**src/rtl/seq_divider_if.sv**
```systemverilog
// Start/busy/done handshake bundle shared by the sequential multiply/divide units.
// The controller drives operands and start; the arithmetic unit returns status and results.
interface seq_divider_if #(
  parameter int dw = 8
);
  logic          start;
  logic [dw-1:0] dividend;
  logic [dw-1:0] divisor;
  logic          busy;
  logic          done;
  logic [dw-1:0] quotient;
  logic [dw-1:0] remainder;
  logic          div_by_zero;

  modport master (
    output start, dividend, divisor,
    input  busy, done, quotient, remainder, div_by_zero
  );

  modport slave (
    input  start, dividend, divisor,
    output busy, done, quotient, remainder, div_by_zero
  );
endinterface

```
**src/rtl/seq_divider.sv**
```systemverilog
// Sequential restoring divider: unsigned quotient and remainder, one bit per clock.
// A nonzero divisor takes dw iterations in RUN followed by a single DONE cycle.
// A zero divisor skips RUN and reports all-ones quotient, remainder = dividend.
module seq_divider #(
  parameter int dw = 8
) (
  input  logic         clk,
  input  logic         reset,
  seq_divider_if.slave bus
);

  localparam int CW = $clog2(dw);

  typedef enum logic [1:0] {
    IDLE = 2'd0,
    RUN  = 2'd1,
    DONE = 2'd2
  } state_t;

  state_t        state;
  logic [dw-1:0] dvs_r;
  logic [dw-1:0] quo_r;
  logic [dw-1:0] rem_r;
  logic [CW-1:0] count;
  logic          busy_r;
  logic          done_r;
  logic          dbz_r;

  // One restoring step: shift the next dividend bit into the partial remainder,
  // trial-subtract with a guard bit, keep the difference only if it did not borrow.
  function automatic logic [2*dw-1:0] div_step(
    input logic [dw-1:0] rem,
    input logic [dw-1:0] quo,
    input logic [dw-1:0] dvs
  );
    logic [dw:0] t;
    logic [dw:0] d;
    t = {rem, quo[dw-1]};
    d = t - {1'b0, dvs};
    if (!d[dw])
      div_step = {d[dw-1:0], quo[dw-2:0], 1'b1};
    else
      div_step = {t[dw-1:0], quo[dw-2:0], 1'b0};
  endfunction

  // Control FSM with registered handshake outputs and the shared quotient/remainder datapath.
  always_ff @(posedge clk or posedge reset) begin
    if (reset) begin
      state  <= IDLE;
      dvs_r  <= '0;
      quo_r  <= '0;
      rem_r  <= '0;
      count  <= '0;
      busy_r <= 1'b0;
      done_r <= 1'b0;
      dbz_r  <= 1'b0;
    end else begin
      case (state)
        IDLE: begin
          done_r <= 1'b0;
          if (bus.start) begin
            if (bus.divisor != '0) begin
              dvs_r  <= bus.divisor;
              quo_r  <= bus.dividend;
              rem_r  <= '0;
              count  <= CW'(dw - 1);
              dbz_r  <= 1'b0;
              busy_r <= 1'b1;
              state  <= RUN;
            end else begin
              // Divide by zero resolves immediately; no iterations are run.
              quo_r  <= '1;
              rem_r  <= bus.dividend;
              dbz_r  <= 1'b1;
              done_r <= 1'b1;
              state  <= DONE;
            end
          end
        end
        RUN: begin
          {rem_r, quo_r} <= div_step(rem_r, quo_r, dvs_r);
          if (count == '0) begin
            busy_r <= 1'b0;
            done_r <= 1'b1;
            state  <= DONE;
          end else begin
            count <= count - CW'(1);
          end
        end
        DONE: begin
          done_r <= 1'b0;
          state  <= IDLE;
        end
        default: begin
          busy_r <= 1'b0;
          done_r <= 1'b0;
          state  <= IDLE;
        end
      endcase
    end
  end

  assign bus.busy        = busy_r;
  assign bus.done        = done_r;
  assign bus.quotient    = quo_r;
  assign bus.remainder   = rem_r;
  assign bus.div_by_zero = dbz_r;

endmodule

```
**src/flat_wrapper.sv**
```systemverilog
// flat-port wrapper written by rule: the top's interface ports become plain ports
module seq_divider_flat 
#(
  parameter int dw = 8
)
  (clk, reset, bus_start, bus_dividend, bus_divisor, bus_busy, bus_done, bus_quotient, bus_remainder, bus_div_by_zero);
  seq_divider_if #(.dw(dw)) bus_i ();
  input  logic clk;
  input  logic reset;
  input wire logic [$bits(bus_i.start)-1:0] bus_start;
  input wire logic [$bits(bus_i.dividend)-1:0] bus_dividend;
  input wire logic [$bits(bus_i.divisor)-1:0] bus_divisor;
  output wire logic [$bits(bus_i.busy)-1:0] bus_busy;
  output wire logic [$bits(bus_i.done)-1:0] bus_done;
  output wire logic [$bits(bus_i.quotient)-1:0] bus_quotient;
  output wire logic [$bits(bus_i.remainder)-1:0] bus_remainder;
  output wire logic [$bits(bus_i.div_by_zero)-1:0] bus_div_by_zero;
  assign bus_i.start = bus_start;
  assign bus_i.dividend = bus_dividend;
  assign bus_i.divisor = bus_divisor;
  assign bus_busy = bus_i.busy;
  assign bus_done = bus_i.done;
  assign bus_quotient = bus_i.quotient;
  assign bus_remainder = bus_i.remainder;
  assign bus_div_by_zero = bus_i.div_by_zero;
  seq_divider #(.dw(dw)) u_core (.clk(clk), .reset(reset), .bus(bus_i));
endmodule
```
**config.mk**
```make
export PLATFORM = sky130hd
export DESIGN_NAME = seq_divider_flat
export DESIGN_NICKNAME = d
export VERILOG_FILES = /design/src/rtl/seq_divider_if.sv /design/src/rtl/seq_divider.sv /design/src/flat_wrapper.sv
export SDC_FILE = /design/constraint.sdc
export NUM_CORES = 1
export LEC_CHECK = 0
export BUFFER_PORTS_ARGS = -buffer_cell sky130_fd_sc_hd__buf_2
export CORE_MARGIN = 2
export CORE_UTILIZATION = 35
export DETAILED_ROUTE_END_ITERATION = 16
export GPL_ROUTABILITY_DRIVEN = 1
export PLACE_DENSITY = 0.59
export SYNTH_ARGS = -nofsm -noshare
export SYNTH_HDL_FRONTEND = slang
export SYNTH_SLANG_ARGS = --single-unit
```
**constraint.sdc**
```tcl
create_clock -name clk -period 3 [get_ports clk]
set_input_delay 0.15 -clock clk [delete_from_list [all_inputs] [get_ports clk]]
set_output_delay 0.15 -clock clk [all_outputs]
set_load 0.05 [all_outputs]
```
Word-level counts from Yosys, hierarchy flattened:

Index checks and enable logic that the tools add are counted.

* equality and inequality tests: 6
* multiplexer cells: 23
* bitwise logic cells: 1
* reduce and logical (&&, ||, !) cells: 10
* add/sub/neg operators: 2

Operators by type and width (number)
* two-way mux 8 bit: 4
* one-hot mux 8 bit (2 select lines): 2
* two-way mux 16 bit: 1
* two-way mux 3 bit: 3
* subtractor 9 x 8 -> 9 bit: 1
* AND reduction 4 bit: 2
* nonzero test 8 bit: 1
* two-way mux 1 bit: 6
* two-way mux 2 bit: 3
* one-hot mux 3 bit (2 select lines): 1
* AND reduction 2 bit: 3
* inequality test 2 x 1 -> 1 bit, second input constant: 2
* inequality test 2 bit, second input constant: 2
* one-hot mux 2 bit (2 select lines): 1
* logical NOT 3 bit: 1
* one-hot mux 1 bit (3 select lines): 1
* AND reduction 3 bit: 1
* subtractor 3 x 1 -> 3 bit, second input constant: 1
* == test 2 x 1 -> 1 bit, second input constant: 1
* == test 2 bit, second input constant: 1
* logical NOT 2 bit: 1
* one-hot mux 1 bit (2 select lines): 1
* nonzero test 2 bit: 1
* NOT 1 bit: 1

* word-level logic and storage cells: 50
* input port bits: 19
* register bits after elaboration: 32
* output and inout bits: 19

Longest topological paths before layout:

Gate-level depths: netlist of the first run.

* depth in word-level cells: 4
* gate-level depth with buffers: 10
* gate-level depth less buffers: 9

Worst setup path before layout of the first run:

OpenSTA, ideal clock, no wires.

* path type: register to register
* from: register u_core.quo_r[7] (netlist: u_core.bus.quotient[7])
* to: register u_core.rem_r[0] (netlist: u_core.bus.remainder[0])
* period minus slack after synthesis: 2670 ps
* path slack: 330 ps
* stages on the path, launching flop included: 11
* data required time: 2920 ps
* library setup time: 80 ps
* arrival time: 2590 ps
* path buffers: 1
* cell sequence: dfrtp_1 inv_1 ha_1 inv_1 fa_1 a211oi_2 o211ai_1 a221o_1 buf_6 mux2_4 o22ai_2

* cells in the longest elaborated chain, start to end: 3

RTL lines
* start: declaration: RTL line seq_divider.sv:22 `logic [dw-1:0] quo_r;`
* start signal: assignment: RTL line seq_divider.sv:64 `quo_r <= bus.dividend;`
* start signal: assignment: RTL line seq_divider.sv:81 `{rem_r, quo_r} <= div_step(rem_r, quo_r, dvs_r);`
* subtractor 9 x 8 -> 9 bit: RTL line seq_divider.sv:39 `d = t - {1'b0, dvs};`
* two-way mux 16 bit *: RTL line seq_divider.sv:40 `if (!d[dw])`
* one-hot mux 8 bit (2 select lines) *: RTL line seq_divider.sv:58 `case (state)`
* end signal: assignment: RTL line seq_divider.sv:73 `rem_r <= bus.dividend;`
* end signal: assignment: RTL line seq_divider.sv:81
* end: declaration: RTL line seq_divider.sv:23 `logic [dw-1:0] rem_r;`

Every way passes the cells marked *; elsewhere a longest branch is shown, timed or not.
A chain may end at the register's enable or synchronous reset.

Worst setup path after layout of the first run:

Ends and elaborated chain as after synthesis.

==> reports/qor.yml, run 1 <==
yosys.area.top_type: "dfrtp_1"
hp-class: "in2reg"
portBuffers: 37
clk_pin_slew_ps: 70
rsz0062_at_grt: "no"
cts_buffers: 5
max_slew_margin_pct: 40.1
max_stage_delay_ps: 410
clkLatencyLatePin_ps: 290
dr_wl_met3_um: 174
syn_area_um2: 1890
fill_cells: 517
drc: 0
grt_overflow: 0
ys_warn_count: 0
worst_pin_slew_ps: 898
grt_usage_pct: 15.7
grt_pass1_wl_um: 7470
grt_max_degree: 33
cts_sinks: 32
clock_path_buffers: 2
fin_worst_skew_ps: 7.56
path_class: "reg2reg"
slew_viol_final: 0
io_pins: 38
dr.first_iter.drc_count: 58
setup_viol: 0
holdWs_ps: 84.8
slowest_stage: "fa_1"
r2r-start: "u_core.bus.quotient[7]"
drive_above_1_share_pct: 22.2
num_vias: 1615
hold_start: "bus_divisor[7]"
synth-edff-count: 0
avgSynthCellArea_um2: 8.98
crit_path_start_kind: "register"
setup_tns_ps: 0
totalWireLength_um: 4460
synthCells: 211
r2r_slack_ps: 390
ys_ff_latch: 32
synthSimpleGateAreaFrac_pct: 15.1
end_kind: "register"
worst-path-max-fanout: 8
antenna_cells: 0
finalCritPeriodShare_pct: 87.0
grt_pass1_vias: 1566
synth-xor-area-share_pct: 1.85
detail-route-antenna-nets: 0
cts_tree: "done"
synth_nets: 241
post_cts_buffers: 0
final_util_pct: 44.0
final_common_cell: "buf_2"
vias_per_cell: 5.02
antenna_found_initial: 0
dieHeight_um: 77.6
mostFrequentLayoutCells: "buf_2 (37), dfrtp_1 (32), nand2_1 (27), o21ai_0 (21), inv_1 (16)"
cap_violations: 0
dr_wl_met2_um: 2110
die_x_um: 77.6
wl_met1_um: 2090
rr_endpoint: "u_core.bus.remainder[0]"
multi_input_area_um2: 986
hold_path_depth: 3
status: "complete, no violations"
cp_common_cell: "inv_1"
synth_top_area_share_pct: 42.3
ys_async_sr_fraction_pct: 100
synth_compound_area_share_pct: 23.4
gp_congestion: 0.764
cts_root_buf: "clkbuf_8"
path_cells: "inv_1, ha_1, inv_1, fa_1, a211oi_2, o211ai_1, a221o_1, buf_4, mux2_4, o22ai_2"
fin_ws_ps: 389
clock.fmax_mhz: 383
hold_path_end: "u_core.dvs_r[7]"
arrival_ps: 2830
num_rows: 26
cts_max_level: 2
post_drt_wl_per_cell_um: 13.8
highest_layer: "met4"
synth_area_leaders: "dfrtp_1 (42%), ha_1 (6.6%), o21ai_0 (5.8%)"
finalNetCount: 281
synthFlopType: "dfrtp_1"
min_period_ps: 2610
synth.distinct_cells: 43
initial_core_util_pct: 36.6
synth_top_family_by_area: "compound AO/OA/AOI/OAI gates"
synth-adder-area-share_pct: 7.66
post-place-ws_ps: 393
hpwl_um: 3300
core-area_um2: 5170
muxShareOfSynthArea_pct: 4.03
dr.pass1.iters: 4
reg2reg_depth: 10
die_area_um2: 6020
crit_required_ps: 3220
syn_to_final_growth_pct: 20.1
hold_viol_final: 0
regArea_um2: 801
ys_seq_area_share_pct: 42.3
==> synth_stat cells, types with 2 or more instances <==
cell type	instances
a211oi_1	2
a21oi_1	15
a31oi_1	2
and3_1	3
buf_2	2
clkbuf_1	6
dfrtp_1	32
ha_1	10
inv_1	16
mux2i_1	5
nand2_1	27
nand2b_1	3
nand3_1	5
nor2_1	12
nor2b_1	2
nor3_1	3
nor4_1	2
o211ai_1	6
o21ai_0	22
o22ai_1	9
or3_1	2
xor2_1	4
==> worst max-delay path by stage <==
stage	startpoint	end	slack, ps
after floorplan	u_core.bus.quotient[7]	u_core.bus.remainder[0]	330
after global placement	u_core.bus.quotient[7]	u_core.bus.remainder[0]	440
after detailed placement	u_core.bus.quotient[7]	u_core.bus.remainder[0]	390
after CTS	u_core.bus.quotient[7]	u_core.bus.remainder[0]	390
after global routing	u_core.bus.quotient[7]	u_core.bus.remainder[0]	230
final	u_core.bus.quotient[7]	u_core.bus.remainder[0]	390
==> registers in the layout, indices dropped and copies added (netlist names) <==
| name | flops |
|---|---|
| u_core.count | 3 |
| u_core.bus.div_by_zero | 1 |
| u_core.bus.done | 1 |
| u_core.state | 2 |
| u_core.bus.remainder | 8 |
| u_core.dvs_r | 8 |
| u_core.bus.busy | 1 |
| u_core.bus.quotient | 8 |
==> what timing repair did <==
item | CTS | global route
gates resized for setup | 0 | 0
endpoints found under the hold margin | 32 | 0
hold buffers | 1 | 0
==> cells by family (layout without fill, tap and decap cells) <==
logic type | count (synthesis) | count (layout)
simple gates | 62 | 62
fa+ha+maj | 11 | 11
compound gates | 69 | 69
mux | 7 | 7
xor+xnor | 4 | 4
flops | 32 | 32
buf+inv | 26 | 67
==> routing by layer <==
metal	GRT usage, %	up-vias
li1	-	838
met1	20.4	744
met2	25.1	25
met3	4.30	8
met4	5.54	0
met5	0	-
==> critical path, delay by kind of cell (launching register included) <==
kind	cells	cell delay [ps]
compound gates	4	950
fa+ha+maj	2	570
buf+inv	3	340
flops	1	380
mux	1	310
==> cell type report <==
cell class / count / area share, %
clock buffers: 6 / 3.19
multi-input cells: 153 / 43.3
inverters: 16 / 2.64
flip-flops and latches: 32 / 35.2
well taps: 70 / 3.85
clock inverters: 2 / 1.54
repair buffers: 43 / 10.2
==> metrics by stage <==
step	std cells	cell area, um^2
6_report	322	2270
5_1_grt	322	2270
4_1_cts	322	2270
3_5_place_dp	313	2160
3_3_place_gp	313	2160
2_1_floorplan	211	1890
Power of run 1 is left out: the tool's default activity adds up to more than one toggle a clock period on the data nets, which glitch-free logic cannot reach.
==> run 2, diff against run 1 <==
--- a/config.mk
+++ b/config.mk
@@ -5,12 +5,14 @@
 export SDC_FILE = /design/constraint.sdc
 export NUM_CORES = 1
 export LEC_CHECK = 0
+export ABC_AREA = 1
 export BUFFER_PORTS_ARGS = -buffer_cell sky130_fd_sc_hd__buf_2
 export CORE_MARGIN = 2
 export CORE_UTILIZATION = 35
 export DETAILED_ROUTE_END_ITERATION = 16
 export GPL_ROUTABILITY_DRIVEN = 1
-export PLACE_DENSITY = 0.59
+export PLACE_DENSITY = 0.58
+export SKIP_CTS_REPAIR_TIMING = 1
 export SYNTH_ARGS = -nofsm -noshare
 export SYNTH_HDL_FRONTEND = slang
 export SYNTH_SLANG_ARGS = --single-unit
==> run 2 against run 1 <==
Against the previous run: register-to-register slack improved by 610 ps; via count rose by 19%; setup slack improved by 610 ps; critical path type unchanged.
==> reports/qor.yml, run 2 <==
portBuffers: 37  # unchanged
slew_viol_final: 0  # unchanged
cts_max_level: 2  # unchanged
grt_pass1_wl_um: 8570  # +15%
ys_ff_latch: 32  # unchanged
synth_area_leaders: "dfrtp_1 (37%), nand2_1 (12%), inv_1 (9.6%)"
grt_pass1_vias: 1824  # +16%
drc: 0  # unchanged
avgSynthCellArea_um2: 7.41  # -17%
syn_area_um2: 2150  # +13%
max_slew_margin_pct: 72.0  # +32 points
synth-edff-count: 0  # unchanged
synthCells: 290  # +37%
reg2reg_depth: 13  # +3
hp-class: "in2reg"
cts_buffers: 5  # unchanged
clk_pin_slew_ps: 70  # about the same
min_period_ps: 2000  # -607 ps
rr_endpoint: "u_core.bus.remainder[5]"
end_kind: "register"
post_drt_wl_per_cell_um: 12.2  # -12%
gp_congestion: 0.795  # +4.1%
yosys.area.top_type: "dfrtp_1"
finalNetCount: 361  # +28%
die_x_um: 82.4  # +6.2%
finalCritPeriodShare_pct: 66.8  # -20 points
detail-route-antenna-nets: 0  # unchanged
path_class: "reg2reg"
dr.first_iter.drc_count: 51  # -12%
grt_max_degree: 33  # unchanged
ys_seq_area_share_pct: 37.3  # -5.0 points
totalWireLength_um: 4950  # +11%
synth.cells.most_frequent: "nand2_1 (71), inv_1 (55), dfrtp_1 (32)"
clkLatencyLatePin_ps: 290  # about the same
synth_top_area_share_pct: 37.3  # -5.0 points
drive_above_1_share_pct: 20.5  # -1.7 points
vias_per_cell: 4.72  # -5.8%
status: "complete, no violations"
grt_usage_pct: 16.5  # +0.82 points
r2r-start: "u_core.bus.quotient[7]"
antenna_cells: 0  # unchanged
worst_pin_slew_ps: 420  # -478 ps
num_vias: 1922  # +19%
synth_nets: 320  # +33%
dr.pass1.iters: 4  # unchanged
setup_viol: 0  # unchanged
hold_path_end: "u_core.dvs_r[5]"
r2r_slack_ps: 1000  # +610 ps
mostFrequentLayoutCells: "nand2_1 (71), inv_1 (55), buf_2 (37), dfrtp_1 (32), nor2_1 (26)"
cts_tree: "done"
rsz0062_at_grt: "no"
initial_core_util_pct: 36.3  # -0.32 points
hold_viol_final: 0  # unchanged
synthFlopType: "dfrtp_1"
clock.fmax_mhz: 499  # +30%
hold_path_depth: 3  # unchanged
arrival_ps: 2220  # -610 ps
die_area_um2: 6780  # +13%
core-area_um2: 5920  # +14%
ys_warn_count: 0  # unchanged
antenna_found_initial: 0  # unchanged
cts_root_buf: "clkbuf_8"
final_util_pct: 42.5  # -1.5 points
crit_required_ps: 3220  # about the same
cap_violations: 0  # unchanged
cts_sinks: 32  # unchanged
fin_worst_skew_ps: 7.49  # -0.0706 ps
clock_path_buffers: 2  # unchanged
setup_tns_ps: 0  # unchanged
num_rows: 28  # +7.7%
dieHeight_um: 82.4  # +6.2%
crit_path_start_kind: "register"
ys_async_sr_fraction_pct: 100  # unchanged
grt_overflow: 0  # unchanged
hold_start: "bus_divisor[5]"
yosysMostFrequentCell: "nand2_1"
syn_to_final_growth_pct: 16.9
synth.distinct_cells: 32  # -26%
hpwl_um: 3820  # +16%
final_common_cell: "nand2_1"
io_pins: 38  # unchanged
worst-path-max-fanout: 8  # unchanged
-- run 2: cell count changes after synthesis, sizes merged, moves of 5 or more --
| cell | before | now |
|---|---|---|
| clkbuf | 6 | 0 |
| nand2 | 27 | 78 |
| o22ai | 10 | 0 |
| nor2 | 12 | 32 |
| inv | 16 | 60 |
| mux2i | 5 | 0 |
| o211ai | 7 | 2 |
| nand3 | 5 | 17 |
-- run 2: per-stage QoR --
stage,instances,setup WS [ps],instance area (um^2),hold slack [ps]
floorplan,290,870,2150,266
global placement,398,1060,2400,265
detailed placement,398,1000,2400,266
CTS,406,979,2500,-49.3
global route,407,781,2510,106
finish,407,997,2510,96.1
-- run 2: worst max-delay path by stage --
stage	startpoint	slack (ps)	end	cells past startpoint
floorplan	u_core.bus.quotient[7]	870	u_core.bus.remainder[5]	13
global placement	u_core.bus.quotient[7]	1060	u_core.bus.remainder[5]	13
detailed placement	u_core.bus.quotient[7]	1000	u_core.bus.remainder[5]	13
CTS	u_core.bus.quotient[7]	980	u_core.bus.remainder[5]	13
global route	u_core.bus.quotient[7]	780	u_core.bus.remainder[5]	13
finish	u_core.bus.quotient[7]	1000	u_core.bus.remainder[5]	13
-- run 2: final cells by class --
cell class | count | area [um^2]
multi-input combinational | 193 | 1080
tap | 75 | 93.8
timing repair buffer | 39 | 203
inverter | 60 | 230
clock inverter | 2 | 35.0
clock buffer | 6 | 72.6
sequential | 32 | 801
fill | 633 | 3410
-- run 2: metal layers --
metal | vias to the layer above | share of wire (%) | wire length, um | track usage [%]
met5 | - | 0 | 0 | 0
met4 | 0 | 1.0 | 51 | 4.50
met3 | 7 | 3.5 | 174 | 2.61
met2 | 37 | 47 | 2310 | 25.8
met1 | 883 | 49 | 2420 | 23.7
li1 | 995 | - | - | -
-- run 2: cell families after synthesis --
family / Yosys count / share of synthesized area (%)
AO/OA/AOI/OAI: 49 / 13.1
XOR/XNOR: 3 / 1.22
adder cells (fa/ha/maj): 11 / 6.75
buffers and inverters: 65 / 12.6
flip-flops: 32 / 37.3
AND/OR/NAND/NOR: 130 / 29.1
-- run 2: critical path, stage by stage (launching register included) --
cell	delay (ps)
dfrtp_1	370
inv_1	100
ha_1	150
inv_1	60
fa_1	400
nand2_1	70
nand2_1	90
nand3_2	110
nand3_1	140
nand2_4	150
nand2_1	60
nand2_1	60
nand2_1	60
a21oi_2	110
Power of run 2 is left out for the same reason.
